$ cat src/rtl/rr_mux_arbiter_pkg.sv
// Shared constants, FSM encoding and helpers for the round-robin mux arbiter.
package rr_mux_arbiter_pkg;

  localparam int unsigned N      = 8;
  localparam int unsigned SEL_W  = 3;
  localparam int unsigned DATA_W = 8;

  typedef enum logic {
    IDLE  = 1'b0,
    GRANT = 1'b1
  } state_e;

  function automatic logic [SEL_W-1:0] wrap_inc(input logic [SEL_W-1:0] v);
    return (v == SEL_W'(N - 1)) ? '0 : v + 1'b1;
  endfunction

endpackage

$ cat src/rtl/rr_mux_arbiter_mux.sv
// Purely combinational N:1 data mux shared by all channels.
module mux_n1_data #(
  parameter int unsigned N      = 8,
  parameter int unsigned SEL_W  = 3,
  parameter int unsigned DATA_W = 8
) (
  input  logic [N*DATA_W-1:0] i_data_in,
  input  logic [SEL_W-1:0]    i_sel,
  output logic [DATA_W-1:0]   o_data
);

  logic [DATA_W-1:0] w_ch [N];

  always_comb begin
    for (int unsigned i = 0; i < N; i++) begin
      w_ch[i] = i_data_in[i*DATA_W +: DATA_W];
    end
  end

  assign o_data = w_ch[i_sel];

endmodule

$ cat src/rtl/rr_mux_arbiter.sv
// Round-robin arbiter driving a shared N:1 mux onto a single valid/ready port.
module rr_mux_arbiter #(
  parameter int unsigned N      = rr_mux_arbiter_pkg::N,
  parameter int unsigned SEL_W  = rr_mux_arbiter_pkg::SEL_W,
  parameter int unsigned DATA_W = rr_mux_arbiter_pkg::DATA_W
) (
  input  logic                clk,
  input  logic                rst_n,
  input  logic [N-1:0]        req,
  input  logic [N*DATA_W-1:0] data_in,
  input  logic                out_ready,
  output logic                out_valid,
  output logic [DATA_W-1:0]   out_data,
  output logic [SEL_W-1:0]    out_sel,
  output logic [N-1:0]        grant
);

  import rr_mux_arbiter_pkg::*;

  state_e           r_state, w_state_nxt;
  logic [SEL_W-1:0] r_ptr, w_ptr_nxt;
  logic [SEL_W-1:0] r_sel, w_sel_nxt;
  logic [N-1:0]     r_grant, w_grant_nxt;
  logic             r_valid, w_valid_nxt;

  logic             w_hs;
  logic [SEL_W-1:0] w_scan_ptr;
  logic [N-1:0]     w_req_m;
  logic             w_found;
  logic [SEL_W-1:0] w_win;
  logic [N-1:0]     w_onehot;

  // On a handshake the scan starts past the served channel, which is masked out.
  always_comb begin
    w_hs       = (r_state == GRANT) && r_valid && out_ready;
    w_scan_ptr = w_hs ? wrap_inc(r_sel) : r_ptr;
    w_req_m    = req;
    if (w_hs) begin
      w_req_m[r_sel] = 1'b0;
    end
  end

  always_comb begin
    w_found = 1'b0;
    w_win   = '0;
    for (int unsigned k = 0; k < N; k++) begin
      if (!w_found && w_req_m[w_scan_ptr + SEL_W'(k)]) begin
        w_found = 1'b1;
        w_win   = w_scan_ptr + SEL_W'(k);
      end
    end
    w_onehot = {{(N-1){1'b0}}, 1'b1} << w_win;
  end

  always_comb begin
    w_state_nxt = r_state;
    w_ptr_nxt   = r_ptr;
    w_sel_nxt   = r_sel;
    w_grant_nxt = r_grant;
    w_valid_nxt = r_valid;
    unique case (r_state)
      IDLE: begin
        if (w_found) begin
          w_sel_nxt   = w_win;
          w_grant_nxt = w_onehot;
          w_valid_nxt = 1'b1;
          w_state_nxt = GRANT;
        end
      end
      GRANT: begin
        if (w_hs) begin
          w_ptr_nxt = wrap_inc(r_sel);
          if (w_found) begin
            w_sel_nxt   = w_win;
            w_grant_nxt = w_onehot;
          end else begin
            w_grant_nxt = '0;
            w_valid_nxt = 1'b0;
            w_state_nxt = IDLE;
          end
        end
      end
      default: w_state_nxt = IDLE;
    endcase
  end

  always_ff @(posedge clk or negedge rst_n) begin
    if (!rst_n) begin
      r_state <= IDLE;
      r_ptr   <= '0;
      r_sel   <= '0;
      r_grant <= '0;
      r_valid <= 1'b0;
    end else begin
      r_state <= w_state_nxt;
      r_ptr   <= w_ptr_nxt;
      r_sel   <= w_sel_nxt;
      r_grant <= w_grant_nxt;
      r_valid <= w_valid_nxt;
    end
  end

  assign out_valid = r_valid;
  assign out_sel   = r_sel;
  assign grant     = r_grant;

  mux_n1_data #(
    .N      (N),
    .SEL_W  (SEL_W),
    .DATA_W (DATA_W)
  ) u_mux (
    .i_data_in (data_in),
    .i_sel     (r_sel),
    .o_data    (out_data)
  );

endmodule
$ cat config.mk
export PLATFORM = sky130hd
export DESIGN_NAME = rr_mux_arbiter
export DESIGN_NICKNAME = d
export VERILOG_FILES = /design/src/rtl/rr_mux_arbiter_pkg.sv /design/src/rtl/rr_mux_arbiter_mux.sv /design/src/rtl/rr_mux_arbiter.sv
export SDC_FILE = /design/constraint.sdc
export NUM_CORES = 1
export LEC_CHECK = 0
export ABC_AREA = 1
export CAP_MARGIN = 20
export CORE_UTILIZATION = 31
export CTS_BUF_LIST = sky130_fd_sc_hd__clkbuf_16
export CTS_CLUSTER_SIZE = 24
export DETAILED_ROUTE_END_ITERATION = 7
export GPL_TIMING_DRIVEN = 0
export PLACE_DENSITY = 0.62
export SKIP_CTS_REPAIR_TIMING = 1
export SLEW_MARGIN = 20
export SYNTH_ARGS = -nofsm -noshare
export SYNTH_HDL_FRONTEND = slang
export SYNTH_HIERARCHICAL = 1
export SYNTH_SLANG_ARGS = --single-unit
export TNS_END_PERCENT = 1
$ cat constraint.sdc
create_clock -name clk -period 5.75 [get_ports clk]
set_clock_uncertainty 0.1 [all_clocks]
set_input_delay 1.15 -clock clk [delete_from_list [all_inputs] [get_ports clk]]
set_output_delay 1.15 -clock clk [all_outputs]
set_load 0.03 [all_outputs]
# == Yosys cells after proc, flatten, opt, wreduce, memory -nomap -nowiden ==
# Index checks and enable logic that the tools add are counted.
# word_totals
register_bits,16
# classes
magnitude_cmp,11
shifts,1
add_sub_neg,8
n_eq_ne,4
n_bitwise,4
n_reduce_logical,19
n_mux,54
# op_table
cell,n
$mux W8,6
$lt A3 B4 Y1 const B,9
$mux W3,12
$bmux W1 S3,8
$bmux W8 S3,1
$mux W1,22
$pmux W8 S2,1
$add A3 B3 Y3 const B,4
$logic_and A1 B1 Y1,10
$and A8 B8 Y8,1
$not A8 Y8,1
$shl A1 B3 Y8 const A,1
$logic_not A1 Y1,7
$add A3 B1 Y3 const B,2
$add A3 B2 Y3 const B,2
$pmux W3 S2,1
$ge A4 B4 Y1 const B,1
$ne A2 B2 Y1 const B,2
$not A3 Y4,1
$pmux W1 S2,2
$demux W1 S3,1
$eq A3 B3 Y1 const B,1
$ge A3 B1 Y1 const B,1
$reduce_and A3 Y1,1
3 further kinds,3

# == Longest topological paths before layout ==
# depth
ltp_word,35
ltp_mapped,24

# == Modules after synthesis ==
# Netlist, hierarchy kept.
# by_module_without_submodules
mod,seq_area_each_um2,cells_each,instances,area_per_inst_um2
rr_mux_arbiter,400.4,294,1,1876.8
mux_n1_data,0.0,214,1,933.4

# == Worst setup path after synthesis ==
# No wires, ideal clock.
# synth_timing
path_type,input port to flip-flop
startpoint,input out_ready
endpoint,"register r_grant[4], in the netlist grant[4]"
path_buffers,3
required_time_ns,5.533
arrival_time_ns,3.605
path_stages,22
slack_ns,1.928
cell_sequence,nand3_4 buf_6 nand2_2 nand2_4 buf_6 ha_1 clkbuf_1 clkinv_1 nand3_1 nand3_2 nand2_4 nand2_2 nor2_4 nand4_4 nor2_4 nand2_2 nand2_2 nand2_4 nand2_2 inv_2 nand2_1 nand2_1
# synth_via
elab_chain_len,30
elab_cells_between_ends,64
cone_classes,add/sub (7); eq/ne (2); shift (1); mux (38); reduce/logical (16)
# synth_lines
item,line_no,text
"start, declared",rr_mux_arbiter.sv:11,"input logic out_ready,"
$logic_and A1 B1 Y1 (*),rr_mux_arbiter.sv:35,w_hs = (r_state == GRANT) && r_valid && out_ready;
branches (longest 29 deep; another with $add A3 B1 Y3),-,
"end signal, assigned",rr_mux_arbiter.sv:98,r_grant <= w_grant_nxt;
"end, declared",rr_mux_arbiter.sv:23,"logic [N-1:0] r_grant, w_grant_nxt;"
# Mark *: on every way between the ends. The select of a mux whose other input is x is not followed.
# A chain may end at the register's enable or synchronous reset.

# == Final worst setup path ==
# layout_timing
startpoint,input out_ready
endpoint,"register r_grant[1], in the netlist grant[1]"
# Same word-level chain as after synthesis.

==> flow_summary.rst <==
.. list-table::
   :header-rows: 1

   * - Metric
     - Value
   * - Dominant combinational cell family by area after synthesis
     - simple AND/OR/NAND/NOR gates
   * - Fraction of post-synthesis cell area in the top cell type by area
     - 25.0%
   * - Clock buffers created by TritonCTS
     - 3
   * - Clock latency at the later pin of the worst-skew pair
     - 0.25 ns
   * - Final period util
     - 79.8%
   * - Aggregate negative setup slack
     - 0 ns
   * - Post-Syn Instances
     - 508
   * - Number of nets produced by synthesis
     - 587
   * - WHS Endpoint
     - grant[5]$_DFFE_PN0P_
   * - WL final
     - 8730 um
   * - Met3 wire length
     - 730 um
   * - Max-cap violation count
     - 0
   * - Worst slew margin relative to its limit
     - 53.7%
   * - Global router's overall resource usage
     - 18.2%
   * - Routability congestion estimate from global placement
     - 0.914
   * - First-pass iteration count of the detailed router
     - 4
   * - Top fanout value on the critical path
     - 10
   * - Cell accounting for the most synthesized area
     - sky130_fd_sc_hd__nand2_1
   * - Proportion of synthesized chip area in sequential cells
     - 14.2%
   * - Beginning of the worst register-to-register path
     - out_sel[0]$_DFFE_PN0P_
   * - Worst Hold Path Cells
     - 2
   * - Depth of the worst register-to-register path
     - 21
   * - Post-synthesis to final-layout area growth
     - 41.1%
   * - Pin count of the biggest net entering global routing
     - 17
   * - Final antenna-violating net count
     - 0
   * - Synth unique cells
     - 32
   * - Library cell used as clock root buffer
     - sky130_fd_sc_hd__clkbuf_16
   * - Tightest Hold Check Type
     - flop to flop
   * - Pleak
     - 2.10 nW
   * - Simple-gate share of the synthesized area
     - 59.2%
   * - Die width
     - 97.2 um
   * - Number of setup violations in the final report
     - 0
   * - Wire length of the first global-routing pass
     - 14300 um
   * - Number of vias in the routed layout
     - 3306
   * - Fraction of layout instances using a drive strength above 1
     - 13.9%
   * - Areal power density over the cells
     - 95.3 nW/um^2
   * - Unrepaired setup endpoints after global routing
     - false
   * - Fraction of the mapped netlist area in adder cells
     - 1.78%
   * - Violation count after the first detailed-routing iteration
     - 139
   * - DP Wirelength
     - 7080 um
   * - Clock-pin slew reported for the worst setup and hold paths after clock tree synthesis
     - 0.05 ns
   * - Crit Reg-Reg Endpoint
     - grant[1]$_DFFE_PN0P_
   * - Shortest period the worst path allows
     - 4.59 ns
   * - Post-synthesis register bit count
     - 16
   * - Area inside the core boundary
     - 8760 um^2
   * - Antenna Cells
     - 0
   * - Compound-gate portion of the synthesized area
     - 4.99%
   * - Number of top-level pins
     - 95
   * - Final Hold Viols
     - 0
   * - Net count reported at finish
     - 686
   * - Slack of the worst reg-to-reg path
     - 1.79 ns
   * - TritonCTS clock tree
     - yes
   * - Arrival time of data at the critical path endpoint
     - 4.68 ns
   * - Critical Path RT
     - 5.84 ns
   * - Multiplexer share of the synthesized area
     - 0%
   * - Length of routed met2 wiring
     - 4030 um
   * - Crit path capture type
     - flop
   * - Die area
     - 9450 um^2
   * - Post-Route Utilization
     - 45.2%
   * - Most area-consuming cells after synthesis
     - sky130_fd_sc_hd__nand2_1 25%, sky130_fd_sc_hd__nand3_1 16%, sky130_fd_sc_hd__dfrtp_1 14%, sky130_fd_sc_hd__inv_1 11%, sky130_fd_sc_hd__nand2_2 5.1%
   * - Result of the run
     - complete, no violations
   * - Post-synthesis area per instance
     - 5.53 um^2
   * - Per-cell via count in the routed design
     - 4.63
   * - DRC viols
     - 0
   * - Most common cell after layout, fill and taps aside
     - sky130_fd_sc_hd__nand2_1
   * - Area share of xor/xnor cells in the synthesized design
     - 0.980%
   * - Detailed-routing wirelength on met1
     - 3860 um
   * - PortBufs
     - 94
   * - Critical setup path kind
     - input pin to flop
   * - Hold_sp
     - grant[5]$_DFFE_PN0P_
   * - Final Slew Violations
     - 0
   * - Number of clock sinks seen by CTS
     - 16
   * - Total congestion overflow
     - 0
   * - Worst VDD drop
     - 0.146 mV
   * - Maximum number of buffers from clock root to sink
     - 2
   * - Startpoint Class
     - input pin
   * - Slew at the pin closest to its max-slew limit
     - 0.692 ns
   * - Starting utilization of the core area
     - 32.1%
   * - Highest metal layer with signal wires
     - met4
   * - H-tree lvl count
     - 1
   * - Yosys warnings
     - 6
   * - Most used cells in the layout excluding fill and tap cells
     - 187 x sky130_fd_sc_hd__nand2_1, 94 x sky130_fd_sc_hd__clkdlybuf4s50_1, 91 x sky130_fd_sc_hd__nand3_1
   * - Number of standard-cell rows in the floorplan
     - 34
   * - Initial antenna violation count
     - 0
   * - Die Ht
     - 97.2 um
   * - F_max
     - 218 MHz
   * - Routed wire per std cell
     - 12.2 um
   * - Via count of the first global-routing pass
     - 3150
   * - Mapped Area
     - 2810 um^2
kinds of logic (layout without fill, tap and decap cells):
group,count (synthesis),in the layout
and+or+nand+nor,352,352
DFF,16,16
buffers and inverters,114,212
adders and majority gates,4,4
AOI/OAI and AO/OA,21,21
xor gates and xnor gates,1,1
worst max-delay path, cell delays in order:
cell                              delay [ns]
sky130_fd_sc_hd__clkdlybuf4s50_1        0.53
sky130_fd_sc_hd__nand3_4                0.13
sky130_fd_sc_hd__buf_6                  0.18
sky130_fd_sc_hd__nand2_2                0.08
sky130_fd_sc_hd__nand2_4                0.08
sky130_fd_sc_hd__buf_6                  0.15
sky130_fd_sc_hd__ha_1                   0.27
sky130_fd_sc_hd__clkbuf_1               0.31
sky130_fd_sc_hd__clkinv_1               0.36
sky130_fd_sc_hd__nand3_1                0.21
sky130_fd_sc_hd__nand3_1                0.11
sky130_fd_sc_hd__nand2_2                0.12
sky130_fd_sc_hd__nand4_1                0.16
sky130_fd_sc_hd__nor2_2                 0.20
sky130_fd_sc_hd__nand4_1                0.16
sky130_fd_sc_hd__nand3_1                0.12
sky130_fd_sc_hd__nand2_2                0.07
sky130_fd_sc_hd__nor2_2                 0.13
sky130_fd_sc_hd__nand3_1                0.08
sky130_fd_sc_hd__nand2_1                0.07
through the flow:
stage	cell area, um^2	cells	setup slack [ns]	power, mW	hold slack (ns)
after CTS	3970	714	1.18	0.383	0.386
after global routing	3970	714	0.797	0.398	0.407
final	3970	714	1.16	0.378	0.378
after global placement	3890	710	0.945	0.244	0.368
after floorplan	2810	508	1.93	0.174	0.418
after detailed placement	3890	710	0.924	0.244	0.370
layout make-up:
type | count | area, um^2
multi-input cells | 378 | 1880
repair buffers | 94 | 941
clock buffers | 3 | 75.1
well taps | 108 | 135
plain buffers | 18 | 161
fillers | 932 | 4800
inverters | 96 | 368
flip-flops and latches | 16 | 400
clock inverters | 1 | 3.75
state kept, by name (all words and copies together) (netlist names):
| signal | cells |
|---|---|
| grant | 8 |
| out_sel | 3 |
| r_ptr | 3 |
| out_valid | 1 |
| r_state | 1 |
worst max-delay path by stage:
| stage | from | to | slack [ns] |
|---|---|---|---|
| 3_5_place_dp | out_ready | grant[4]$_DFFE_PN0P_ | 0.92 |
| 5_1_grt | out_ready | grant[1]$_DFFE_PN0P_ | 0.80 |
| 4_1_cts | out_ready | grant[5]$_DFFE_PN0P_ | 1.18 |
| 3_3_place_gp | out_ready | grant[4]$_DFFE_PN0P_ | 0.95 |
| 2_1_floorplan | out_ready | grant[4]$_DFFE_PN0P_ | 1.93 |
| 6_report | out_ready | grant[1]$_DFFE_PN0P_ | 1.16 |
synth_stat cells (all sizes together):
cell and count:
nand2 215, nand3 98, inv 92, nor2 28
buf 17, dfrtp 16, o21ai 15, nand4 9
a21oi 4, clkinv 4, ha 4, a21boi 1
and2 1, clkbuf 1, nor3 1, o21bai 1
xor2 1
per-layer routing:
layer,global-route usage [%],vias to the layer above
met3,2.59,10
met4,3.96,0
met2,32.7,119
li1,-,1761
met1,22.8,1416
met5,0,-
report_power, final:
part | switching, mW | total, mW | internal (mW)
Clock | 0.0428 | 0.135 | 0.0922
Combinational | 0.0595 | 0.130 | 0.0705
Sequential | 0 | 0.113 | 0.113
Note: power is estimated with default switching activity, not from simulation.
